$ cat src/rtl/sha256_pkg.sv
// Shared SHA-256 padding definitions: block/length-field sizes, padder FSM states,
// and the padded block-count helper.
// No ports (package).
package sha256_pkg;

    localparam int SHA256_BLOCK_BITS     = 512;
    localparam int SHA256_LEN_FIELD_BITS = 64;

    typedef enum logic [1:0] {
        IDLE = 2'd0,
        LOAD = 2'd1,
        EMIT = 2'd2,
        DONE = 2'd3
    } pad_state_t;

    // Blocks needed for L message bits, the '1' marker and the 64-bit length.
    function automatic int unsigned sha256_num_blocks(input int unsigned len_bits);
        return (len_bits + SHA256_LEN_FIELD_BITS) / SHA256_BLOCK_BITS + 1;
    endfunction

endpackage

$ cat src/rtl/sha256_pad_builder.sv
// Purpose: combinational FIPS 180-4 padding of a left-aligned message into a multi-block buffer.
// Latency: zero (purely combinational); the parent FSM registers the result.
// Backpressure: none; the output simply follows msg and len.
// Ports: msg (left-aligned message), len (bit length, multiple of 8, <= MAX_MSG_BITS),
//        pad_buf (padded stream, first bit at MSB), num_blocks (N).
module sha256_pad_builder
    import sha256_pkg::*;
#(
    parameter  int MAX_MSG_BITS = 640,
    localparam int MAX_BLOCKS   = (MAX_MSG_BITS + SHA256_LEN_FIELD_BITS) / SHA256_BLOCK_BITS + 1,
    localparam int LEN_W        = $clog2(MAX_MSG_BITS + 1),
    localparam int IDX_W        = $clog2(MAX_BLOCKS + 1),
    localparam int BUF_W        = MAX_BLOCKS * SHA256_BLOCK_BITS
) (
    input  logic [MAX_MSG_BITS-1:0] msg,
    input  logic [LEN_W-1:0]        len,
    output logic [BUF_W-1:0]        pad_buf,
    output logic [IDX_W-1:0]        num_blocks
);

    int unsigned      n;
    logic [BUF_W-1:0] msg_ext;
    logic [BUF_W-1:0] msg_mask;
    logic [BUF_W-1:0] one_bit;
    logic [BUF_W-1:0] len_field;

    always_comb begin
        n         = sha256_num_blocks(32'(len));
        msg_ext   = {msg, {(BUF_W - MAX_MSG_BITS){1'b0}}};
        // Keep only the first len stream bits of the message.
        msg_mask  = ~({BUF_W{1'b1}} >> len);
        // Marker bit sits right after the last message bit.
        one_bit   = {1'b1, {(BUF_W - 1){1'b0}}} >> len;
        // Length lands in the final 64 bits of block N-1; unused trailing blocks stay zero.
        len_field = BUF_W'(64'(len)) << ((MAX_BLOCKS - n) * SHA256_BLOCK_BITS);
        pad_buf    = (msg_ext & msg_mask) | one_bit | len_field;
        num_blocks = IDX_W'(n);
    end

endmodule

$ cat src/rtl/sha256_msg_padder.sv
// Purpose: latch a message, pad it for SHA-256 and stream it one 512-bit block per handshake.
// Latency: start in cycle t -> blk_valid in t+2; one block per cycle with blk_ready high.
// Backpressure: blk_data/blk_idx/blk_last hold while blk_ready is low; start ignored unless idle.
// Ports: clk, n_rst (async active-low), start/msg/msg_len request, busy, blk_valid/blk_ready/
//        blk_data/blk_idx/blk_last block stream, num_blocks, done pulse, err (length check build).
// Build option: SHA256_PAD_LENCHK_EN rejects over-long messages and adds err; otherwise clamps.
module sha256_msg_padder
    import sha256_pkg::*;
#(
    parameter  int MAX_MSG_BITS = 640,
    localparam int MAX_BLOCKS   = (MAX_MSG_BITS + SHA256_LEN_FIELD_BITS) / SHA256_BLOCK_BITS + 1,
    localparam int LEN_W        = $clog2(MAX_MSG_BITS + 1),
    localparam int IDX_W        = $clog2(MAX_BLOCKS + 1),
    localparam int BUF_W        = MAX_BLOCKS * SHA256_BLOCK_BITS
) (
    input  logic                    clk,
    input  logic                    n_rst,
    input  logic                    start,
    input  logic [MAX_MSG_BITS-1:0] msg,
    input  logic [LEN_W-1:0]        msg_len,
    output logic                    busy,
    output logic                    blk_valid,
    input  logic                    blk_ready,
    output logic [511:0]            blk_data,
    output logic [IDX_W-1:0]        blk_idx,
    output logic                    blk_last,
    output logic [IDX_W-1:0]        num_blocks,
`ifdef SHA256_PAD_LENCHK_EN
    output logic                    err,
`endif
    output logic                    done
);

    pad_state_t              state, state_nxt;
    logic [MAX_MSG_BITS-1:0] msg_q;
    logic [LEN_W-1:0]        len_q;
    logic [LEN_W-1:0]        len_in;
    logic [BUF_W-1:0]        buf_q;
    logic [BUF_W-1:0]        pad_buf;
    logic [IDX_W-1:0]        pad_blocks;
    logic                    too_long;
    logic                    accept;
    logic                    hs;

    assign too_long = (msg_len > LEN_W'(MAX_MSG_BITS));
`ifdef SHA256_PAD_LENCHK_EN
    assign accept = start && !too_long;
    assign len_in = {msg_len[LEN_W-1:3], 3'b000};
`else
    assign accept = start;
    assign len_in = too_long ? LEN_W'(MAX_MSG_BITS) : {msg_len[LEN_W-1:3], 3'b000};
`endif

    sha256_pad_builder #(.MAX_MSG_BITS(MAX_MSG_BITS)) u_builder (
        .msg        (msg_q),
        .len        (len_q),
        .pad_buf    (pad_buf),
        .num_blocks (pad_blocks)
    );

    assign busy      = (state != IDLE);
    assign blk_valid = (state == EMIT);
    assign done      = (state == DONE);
    assign blk_data  = buf_q[BUF_W-1 -: 512];
    assign blk_last  = (blk_idx == num_blocks - IDX_W'(1));
    assign hs        = blk_valid && blk_ready;

    always_ff @(posedge clk or negedge n_rst) begin
        if (!n_rst) state <= IDLE;
        else        state <= state_nxt;
    end

    always_comb begin
        state_nxt = state;
        case (state)
            IDLE:    if (accept) state_nxt = LOAD;
            LOAD:    state_nxt = EMIT;
            EMIT:    if (hs && blk_last) state_nxt = DONE;
            DONE:    state_nxt = IDLE;
            default: state_nxt = IDLE;
        endcase
    end

    always_ff @(posedge clk or negedge n_rst) begin
        if (!n_rst) begin
            msg_q      <= '0;
            len_q      <= '0;
            buf_q      <= '0;
            num_blocks <= '0;
            blk_idx    <= '0;
        end else begin
            if (state == IDLE && accept) begin
                msg_q <= msg;
                len_q <= len_in;
            end
            if (state == LOAD) begin
                buf_q      <= pad_buf;
                num_blocks <= pad_blocks;
                blk_idx    <= '0;
            end
            if (hs && !blk_last) begin
                buf_q   <= buf_q << SHA256_BLOCK_BITS;
                blk_idx <= blk_idx + IDX_W'(1);
            end
        end
    end

`ifdef SHA256_PAD_LENCHK_EN
    always_ff @(posedge clk or negedge n_rst) begin
        if (!n_rst) err <= 1'b0;
        else        err <= (state == IDLE) && start && too_long;
    end
`endif

endmodule

$ cat config.mk
export PLATFORM = sky130hd
export DESIGN_NAME = sha256_msg_padder
export DESIGN_NICKNAME = d
export VERILOG_FILES = /design/src/rtl/sha256_pkg.sv /design/src/rtl/sha256_pad_builder.sv /design/src/rtl/sha256_msg_padder.sv
export SDC_FILE = /design/constraint.sdc
export NUM_CORES = 2
export LEC_CHECK = 0
export BUFFER_PORTS_ARGS = -buffer_cell sky130_fd_sc_hd__clkbuf_2
export CAP_MARGIN = 20
export CORE_AREA = 2 2 456 458
export CTS_CLUSTER_DIAMETER = 80
export CTS_CLUSTER_SIZE = 16
export DETAILED_ROUTE_END_ITERATION = 7
export DIE_AREA = 0 0 458 460
export PLACE_DENSITY_LB_ADDON = 0.2
export REMOVE_ABC_BUFFERS = 1
export SLEW_MARGIN = 5
export SYNTH_ARGS = -nofsm -noshare
export SYNTH_HDL_FRONTEND = slang
export SYNTH_SLANG_ARGS = --single-unit
$ cat constraint.sdc
create_clock -name clk -period 8.37 [get_ports clk]
set_clock_uncertainty 0.05 [all_clocks]
set_input_delay 1.2555 -clock clk [delete_from_list [all_inputs] [get_ports clk]]
set_output_delay 1.2555 -clock clk [all_outputs]
set_load 0.01 [all_outputs]
==> flow_summary.json <==
{
  "status": "complete, but fails checks",
  "violations": "max-slew violations",
  "n_fill_cell": 21600,
  "postSynthCellCount": 5626,
  "synth_edf_count": 0,
  "clock_latency_ns": 0.78,
  "timing.final.crit_share_pct": 46.9,
  "r2r_slack_ns": 4.44,
  "drv_slew": 13,
  "synth_ff_type": "dfrtp_1",
  "place_congestion": 0.846,
  "portBuffers": 1173,
  "fin_ws_ns": 4.44,
  "crit_path_start_kind": "register",
  "yosys_register_bits": 1347,
  "p_per_area_nw_per_um2": 405,
  "yosys.area.top_type": "dfrtp_1",
  "cp-end-kind": "register",
  "r2r_start": "len_q[8]",
  "clk_pin_slew_worst_paths_ns": 0.07,
  "ys_warn_count": 0,
  "relSlewSlack_pct": -0.130,
  "cts_sinks": 1347,
  "power_w": 0.0263,
  "dieHeight_um": 460,
  "final_cells": 8935,
  "viasPerCell": 4.75,
  "num-nets-final": 6812,
  "wl_per_cell_um": 26.1,
  "ant_nets": 0,
  "synth-compound-area-share_pct": 13.6,
  "reg2regPathDepth": 11,
  "htreeDepth": 3,
  "grt_pass1_vias": 43600,
  "vias": 42400,
  "final_layout_size_suffix_gt1_share_pct": 24.1,
  "yosys.area.top_type_share_pct": 59.9,
  "ys_seq_area_share_pct": 59.9,
  "drc": 0,
  "min_period_ns": 3.93,
  "grt_usage_pct": 21.6,
  "cts_setup_buffers": 0,
  "fp.dieArea_um2": 211000,
  "grt_pass1_wl_mm": 330,
  "multiInputGateArea_um2": 17300,
  "synth_fa_ha_area_share_pct": 0.222,
  "synth_top_family_by_area": "simple AND/OR/NAND/NOR gates",
  "hold_ws_ns": 0.416,
  "endpoint": "buf_q[516]",
  "wirelength_mm": 233,
  "core_area_um2": 206000,
  "cts_buffers": 116,
  "yosys.area_share.simple_pct": 16.6,
  "r2r_end": "buf_q[516]",
  "drt-initial-drc-count": 3165,
  "cts.repair.resized": 0,
  "tns_ns": 0,
  "maxCapViolCount": 0,
  "grt.overflow.total": 0,
  "holdCritPathClass": "in2async",
  "hold_viol_final": 0,
  "ys_async_sr_fraction_pct": 100,
  "initial_core_util_pct": 27.3,
  "place_ws_ns": 4.27,
  "die_x_um": 458,
  "cp.required_ns": 9.01,
  "rows": 167,
  "ir_drop_mv": 0.303,
  "grt_max_degree": 184,
  "synthTopCellsByArea": "dfrtp_1 60%, nand2_1 14%, a22o_1 7.5%",
  "worstSetupPathType": "reg2reg",
  "clockBufferDepth": 3,
  "dp.cells": 8734,
  "antenna_found_initial": 98,
  "cts_tree": "done",
  "cp-startpoint": "len_q[8]",
  "yosysUniqueCellTypes": 65,
  "setup-violations-final": 0,
  "area_growth_pct": 15.5,
  "seqCellArea_um2": 33700,
  "dp_hpwl_mm": 167,
  "synthMuxAreaShare_pct": 0.107,
  "cp.arrival_ns": 4.56,
  "dr.pass1.iters": 6,
  "crit_fanout": 23,
  "ios": 1174,
  "power.leakage_nw": 34.2,
  "syn-mean-instance-area_um2": 10.0,
  "cts_root_buf": "clkbuf_16",
  "postCtsHoldBufs": 0,
  "netlist_area_um2": 56300,
  "fmax_mhz": 255,
  "synth-xor-area-share_pct": 0.0311,
  "grt_setup_unrepaired": "no",
  "tightest_slew_ns": 1.50
}
[synth_stat cells (all sizes together), types with 8 or more instances]
cell and n:
a21oi 106, o22ai 18, a221oi 50, ha 10
buf 618, clkbuf 235, o21ai 212, nand2 2045
nor3 20, nand3 13, nand2b 11, a221o 56
inv 34, a21o 22, dfrtp 1347, a22o 481
nor2 154, a22oi 8, nor2b 8, and3 73
and2 28
[where the power goes]
part | switching, W | leakage [nW] | total [W] | internal (W)
clock | 0.00279 | 1.80 | 0.00560 | 0.00281
sequential | 0.00174 | 17.5 | 0.0109 | 0.00919
combinational | 0.00665 | 14.9 | 0.00980 | 0.00315
total | 0.0112 | 34.2 | 0.0263 | 0.0152
[per-stage QoR]
stage	utilization [%]	cell area (µm²)
floorplan	-	51000
global placement	29.7	61200
detailed placement	29.7	61300
CTS	31.5	64900
global route	31.5	65000
finish	31.6	65000
[how the worst min path moves through the flow]
| stage | to | slack, ns | cells after the start |
|---|---|---|---|
| after floorplan | buf_q[7] | 0.38 | 2 |
| final | buf_q[677] | 0.42 | 1 |
| after global placement | msg_q[576] | 0.40 | 2 |
| after CTS | buf_q[501] | 0.42 | 1 |
| after global routing | buf_q[673] | 0.43 | 1 |
| after detailed placement | msg_q[576] | 0.40 | 2 |
[placed cells by master, fill, tap and decap left out, drive strengths merged, types with 18 or more instances in the layout]
cell,n
dfrtp,1347
a221o,56
nor3,20
a221oi,50
o22ai,18
a21oi,106
clkbuf,1295
and3,73
buf,85
diode,27
nor2,154
and2,28
a21o,22
inv,55
clkinv,22
o21ai,212
nand2,2045
a22o,481
[kinds of logic (layout without fill, tap and decap cells)]
logic type | after synthesis | count (layout)
DFF | 1347 | 1347
adders and majority gates | 10 | 10
and+or+nand+nor | 2368 | 2368
xor gates and xnor gates | 2 | 2
AOI/OAI and AO/OA | 1007 | 1007
buffers and inverters | 887 | 1465
muxes | 5 | 5
other | 0 | 27
[per-layer routing]
metal  up-vias  global-route usage [%]  share of wire [%]
met5         -                       0               0.25
met4        88                    7.70                3.5
met3       384                    6.88                7.7
met2      1383                    35.5                 48
met1     21300                    26.5                 41
li1      19300                       -                  -
[area by class of cell]
class | count | area share, %
tap | 2704 | 5.20
timing repair buffer | 1257 | 10.3
sequential | 1347 | 51.9
multi-input combinational | 3392 | 26.6
clock buffer | 123 | 4.58
clock inverter | 51 | 1.10
antenna | 27 | 0.104
inverter | 34 | 0.204
[worst max-delay path: stages (launching register included)]
cell      delay, ns
dfrtp_2        0.64
buf_4          0.41
and3_1         0.27
xnor2_1        0.26
inv_1          0.16
ha_1           0.22
inv_1          0.06
ha_1           0.23
or4b_2         0.69
nor2_1         0.43
a221oi_1       0.16
nor3_1         0.23
[sequential cells by signal, indices dropped and copies added (netlist names)]
register    count
msg_q         640
buf_q         694
len_q           7
blk_idx         2
num_blocks      2
state           2
(Power assumes the default switching activity.)
